**src/rtl/tx_pkg.sv**
```systemverilog
// tx_pkg: shared states, parity codes and sizing helpers for the serial transmitter
package tx_pkg;

    typedef enum logic [1:0] {IDLE, SHIFT, DONE} txState_t;

    localparam int PAR_NONE = 0;
    localparam int PAR_EVEN = 1;
    localparam int PAR_ODD  = 2;

    function automatic int frame_bits(input int dataBits, input int parity);
        return dataBits + ((parity != PAR_NONE) ? 3 : 2);
    endfunction

    function automatic int cnt_width(input int clksPerBit);
        return $clog2(clksPerBit);
    endfunction

endpackage

```
**src/rtl/tx_baud_tick.sv**
```systemverilog
// tx_baud_tick: modulo-CLKS_PER_BIT counter that flags the last cycle of each bit period
module tx_baud_tick
    import tx_pkg::*;
#(
    parameter int CLKS_PER_BIT = 16
) (
    input  logic clk,
    input  logic rst,
    input  logic clr,
    input  logic en,
    output logic strobe
);

    localparam int CW = cnt_width(CLKS_PER_BIT);
    localparam logic [CW-1:0] LAST = CW'(CLKS_PER_BIT - 1);

    logic [CW-1:0] count;

    assign strobe = en && (count == LAST);

    // Count cycles of the current bit; wrap at the strobe, hold at zero while cleared
    always_ff @(posedge clk or posedge rst) begin
        if (rst) count <= '0;
        else count <= (clr || strobe) ? '0 : en ? count + 1'b1 : count;
    end

endmodule

```
**src/rtl/tx_frame_serializer.sv**
```systemverilog
// tx_frame_serializer: async serial framer (start, LSB-first data, optional parity, stop)
module tx_frame_serializer
    import tx_pkg::*;
#(
    parameter int CLKS_PER_BIT = 16,
    parameter int DATA_BITS    = 8,
    parameter int PARITY       = PAR_NONE
) (
    input  logic                 clk,
    input  logic                 rst,
    input  logic                 tx_en,
    input  logic [DATA_BITS-1:0] char_data,
    input  logic                 char_valid,
    output logic                 char_ready,
    output logic                 tx_line,
    output logic                 bit_strobe,
    output logic                 busy,
    output logic                 char_sent
);

    localparam int FB = frame_bits(DATA_BITS, PARITY);
    localparam int IW = $clog2(FB);
    localparam logic [IW-1:0] LAST_IDX = IW'(FB - 1);

    // The start bit is driven straight onto tx_line at accept, so the shifter holds the rest
    txState_t      state, nextState;
    logic [FB-2:0] shiftReg, frameWord;
    logic [IW-1:0] bitIdx;
    logic          accept, lastBit, abort, par;

    assign char_ready = (state == IDLE || state == DONE) && tx_en;
    assign accept     = char_valid && char_ready;
    assign abort      = (state == SHIFT) && !tx_en;
    assign lastBit    = bit_strobe && (bitIdx == LAST_IDX);
    assign par        = (PARITY == PAR_ODD) ? ~^char_data : ^char_data;

    tx_baud_tick #(.CLKS_PER_BIT(CLKS_PER_BIT)) baudTick (
        .clk(clk),
        .rst(rst),
        .clr(state != SHIFT || !tx_en),
        .en(state == SHIFT),
        .strobe(bit_strobe)
    );

    // Build the post-start portion of the frame: data, optional parity, stop
    always_comb begin
        frameWord = '1;
        frameWord[DATA_BITS-1:0] = char_data;
        if (PARITY != PAR_NONE) frameWord[DATA_BITS] = par;
    end

    // State register
    always_ff @(posedge clk or posedge rst) begin
        if (rst) state <= IDLE;
        else state <= nextState;
    end

    // Next state and status outputs
    always_comb begin
        nextState = (state == SHIFT) ? (!tx_en ? IDLE : lastBit ? DONE : SHIFT)
                                     : (accept ? SHIFT : IDLE);
        busy      = (state == SHIFT);
        char_sent = (state == DONE);
    end

    // Shifter, bit index and registered line driver
    always_ff @(posedge clk or posedge rst) begin
        if (rst) begin
            shiftReg <= '0;
            bitIdx   <= '0;
            tx_line  <= 1'b1;
        end else if (accept) begin
            shiftReg <= frameWord;
            bitIdx   <= '0;
            tx_line  <= 1'b0;
        end else if (abort) begin
            shiftReg <= '0;
            bitIdx   <= '0;
            tx_line  <= 1'b1;
        end else if (bit_strobe) begin
            shiftReg <= {1'b1, shiftReg[FB-2:1]};
            bitIdx   <= bitIdx + 1'b1;
            tx_line  <= lastBit | shiftReg[0];
        end
    end

endmodule

```
**config.mk**
```make
export PLATFORM = sky130hd
export DESIGN_NAME = tx_frame_serializer
export DESIGN_NICKNAME = d
export VERILOG_FILES = /design/src/rtl/tx_pkg.sv /design/src/rtl/tx_baud_tick.sv /design/src/rtl/tx_frame_serializer.sv
export SDC_FILE = /design/constraint.sdc
export NUM_CORES = 1
export LEC_CHECK = 0
export ABC_CLOCK_PERIOD_IN_PS = 3900
export CAP_MARGIN = 20
export CORE_UTILIZATION = 25
export CTS_CLUSTER_DIAMETER = 100
export DETAILED_ROUTE_END_ITERATION = 12
export HOLD_SLACK_MARGIN = 0.15
export PLACE_DENSITY_LB_ADDON = 0.12
export SYNTH_ARGS = -nofsm -noshare
export SYNTH_HDL_FRONTEND = slang
export SYNTH_SLANG_ARGS = --single-unit
```
**constraint.sdc**
```tcl
create_clock -name clk -period 3.9 [get_ports clk]
set_clock_uncertainty 0.15 [all_clocks]
set_input_delay 0.39 -clock clk [delete_from_list [all_inputs] [get_ports clk]]
set_output_delay 0.39 -clock clk [all_outputs]
set_load 0.005 [all_outputs]
```
# After elaboration in Yosys (flattened, before gate mapping)
# Index checks and enable logic that the tools add are counted.
# totals
regBits	20
in_bits	12
out_inout_bits	5
# classes
n_addsub	2
eq_ne	5
mux	15
bitwise_logic	1
reduce_logical	12
# op_table
cell	count
$mux 9	3
$mux 4	5
$add 4x1->4 const B	2
$eq 4x4->1 const B	2
$mux 2	3
$logic_and 1x1->1	5
$mux 1	4
$logic_or 1x1->1	3
$reduce_bool 3->1	1
$eq 2x1->1 const B	1
$eq 2x2->1 const B	1
$logic_not 2->1	1
$ne 2x1->1 const B	1
$reduce_bool 2->1	1
$logic_not 1->1	1
$or 1x1->1	1

# Depth between registers and ports, before layout
# logic_depth
depth_word	7
mapped_depth	6
ltp_nobuf	6

# Hierarchy
# Synthesis repeated with hierarchy kept, for this count alone.
# hier_totals
hier_cells	105
area_unflattened_um2	1104.8
# by_module_without_submodules
mod	n_inst	cells_each	area_each_um2	seq_area_each_um2
tx_frame_serializer	1	83	894.6	401.6
tx_baud_tick	1	22	210.2	100.1

# Least setup slack after synthesis
# OpenSTA, ideal clock, no wires.
# synth_timing
path_kind	reg2out
from	reg baudTick.count[0]
to	out bit_strobe
t_arrival_ns	1.025
path_slack_ns	2.335
stages_incl_launch_ff	5
cell_sequence	dfrtp_1 ha_1 and3_2 nand2_4 inv_4
# synth_via
elab_chain_cells	2
# synth_rtl
element	line_no	rtl
start, declared	tx_baud_tick.sv:17	logic [CW-1:0] count;
start signal, assigned	tx_baud_tick.sv:24	else count <= (clr || strobe) ? '0 : en ? count + 1'b1 : count;
$eq 4x4->1	tx_baud_tick.sv:19	assign strobe = en && (count == LAST);
$logic_and 1x1->1	tx_baud_tick.sv:19	
end, declared	tx_frame_serializer.sv:16	output logic bit_strobe,
# No other way between the ends.

# Final worst setup path
# Same ends and word-level chain as after synthesis.

==> flow_summary.ini <==
[status]
status = finished, final reports clean

[final_layout]
num-fill-cells = 418
final_cell_mix = dfrtp_1 (19), clkdlybuf4s50_1 (16), nand2_1 (11), nor2_1 (8), o21ai_1 (7)
area_growth_pct = 24.4
final_cell_area_mm2 = 0.00129
num_antenna_cells = 0
layout-drive-gt1-share_pct = 11.6
final_common_cell = dfrtp_1
fin_cells = 171
nets = 137
final_util_pct = 32.2

[die]
io_pins = 17
start_util_pct = 25.9
core_area_mm2 = 0.00400
die_w_um = 66.4
die_area_mm2 = 0.00441
num_rows = 23
fp.dieH_um = 66.4

[global_route]
grt_start_max_net_pins = 21
grt_pass1_vias = 833
grt_usage_pct = 12.6
grt_pass1_wl_um = 4070
grt-ovfl-total = 0
antenna_found_initial = 0

[yosys]
synth.area.top_cells = dfrtp_1 (46%), a2bb2oi_1 (5.1%), nand2_1 (4.0%)
ys_types = 36
yosysWarnings = 0
ys_ff_latch = 20
syn_area_mm2 = 0.00104
synth_top_area_cell = dfrtp_1
syn_area_per_cell_um2 = 10.1
synthCells = 103
syn_nets = 118
seq_area_frac_synth_pct = 48.4
synth_top_area_share_pct = 45.8

[power_and_ir_drop]
p_leak_nw = 0.558
ir_drop_v = 0.000115
power_uw = 481
p_per_area_mw_per_mm2 = 373

[sta]
postLayoutSetupSlackWorst_ns = 1.53
period_share_pct = 60.7
tightestPinTransition_ns = 0.826
period_minus_slack_ns = 2.37
tns_ns = 0
drv_slew = 0
rsz0062_at_grt = false
holdWs_ns = 0.315
slew-limit-headroom_pct = 44.9
final-hold-violation-count = 0
fmax_mhz = 423
setup_viol = 0

[critical_path]
reg2reg_setup_slack_ns = 2.28
reg2reg_depth = 5
required_ns = 3.36
end_kind = primary output
cp-start-kind = flip-flop
critical_path_class = flip-flop to primary output
r2r-end = shiftReg[8]
path_max_fanout = 9
r2r_start = baudTick.count[0]
arrival_ns = 1.83

[drt]
wl_um = 2220
drt_drc_violations_left = 0
wl_per_cell_um = 13.0
first_pass_iters = 4
avgViaCountPerCell = 4.73
first_iter_violations = 26
final_antenna_net_count = 0
routed-via-count = 809

[clock_tree]
clkLatencyLatePin_ns = 0.25
cts_made_buffers = 3
cts_buffer_depth = 2
post_cts.repair.setup_buffers = 0
cts_resized = 0
cts_hold_buf = 0
cts_sinks = 20
htreeDepth = 1
clk_pin_slew_ns = 0.07
cts_root_buf = clkbuf_8
cts_tree = yes

[hold_path]
min_path_cells = 1
hold_end = baudTick.count[0]
hold_start = baudTick.count[0]
min_path_type = flip-flop to flip-flop

[run]
drv_cap = 0

[place]
dpl.hpwl_um = 1590
dp_slack_ns = 1.59
postPlaceCellArea_mm2 = 0.00124
numPlacedInstances = 167
place_congestion = 0.806
portBuffers = 16
[how the worst max path moves through the flow]
| stage | slack (ns) | from | to | cells after the start |
|---|---|---|---|---|
| final | 1.53 | baudTick.count[0] | bit_strobe | 5 |
| after global routing | 1.39 | baudTick.count[0] | bit_strobe | 5 |
| after CTS | 1.51 | baudTick.count[0] | bit_strobe | 5 |
| after detailed placement | 1.59 | tx_en | char_ready | 3 |
| after global placement | 1.62 | tx_en | char_ready | 3 |
| after floorplan | 2.33 | baudTick.count[0] | bit_strobe | 4 |
[flip-flops by register name, summed over array words and instances, names as in the netlist]
signal / flops
baudTick.count: 4
bitIdx: 4
shiftReg: 9
state: 2
tx_line: 1
[layout make-up]
class | instances | area, µm² | area share, %
inverter | 6 | 30.0 | 2.33
timing repair buffer | 16 | 160 | 12.4
tap | 50 | 62.6 | 4.85
multi-input combinational | 75 | 490 | 38.0
clock buffer | 4 | 45.0 | 3.49
sequential | 20 | 502 | 38.9
[cell families (layout without fill, tap and decap cells)]
kind of cell             after synthesis  after routing  share of synthesized area [%]
AO/OA/AOI/OAI                         22             22                           15.7
XOR/XNOR                               5              5                           4.22
adder cells (fa/ha/maj)                3              3                           3.62
buffers and inverters                  8             26                           4.34
flip-flops                            20             20                           48.4
AND/OR/NAND/NOR                       45             45                           23.8
[where the power goes]
group / internal, mW / switching [mW]
Combinational: 0.0495 / 0.0413
Sequential: 0.234 / 0.0171
Clock: 0.0726 / 0.0659
Total: 0.356 / 0.124
[synthesized netlist by cell type]
library cell and instances:
inv_4 1, nor3b_1 1, o21bai_1 1, xnor2_1 3, nor2_2 1, inv_6 1
nand2_4 2, xor2_1 2, and2b_2 2, nor2_1 8, a211oi_1 1, a2bb2oi_1 6
a21oi_1 1, clkbuf_1 1, and3b_1 2, and3_2 1, nor3_1 2, nand2_1 11
buf_6 1, o31a_1 1, o21ai_0 3, inv_1 4, nor4_1 1, and3_1 1
o21ai_1 7, or3_1 1, a21oi_4 1, ha_1 3, dfstp_2 1, a2bb2oi_2 1
nand2b_1 1, and2_1 1, dfrtp_1 19, nand3_1 6, nor2b_1 1, nand4_1 3
[critical path: stages, from the launching register on]
cell,delay (ns)
dfrtp_1,0.37
ha_1,0.21
and3_2,0.26
nand2_4,0.12
inv_4,0.11
clkdlybuf4s50_1,0.50
[metal layers]
metal  vias up  global-route usage [%]  part of all wire (%)
met3         2                    2.41                   3.7
met4         0                    6.38                   1.1
li1        396                       -                     -
met1       397                    17.0                    50
met2        14                    19.0                    46
met5         -                       0                     0
No activity file was read; power rests on OpenSTA's default activity.
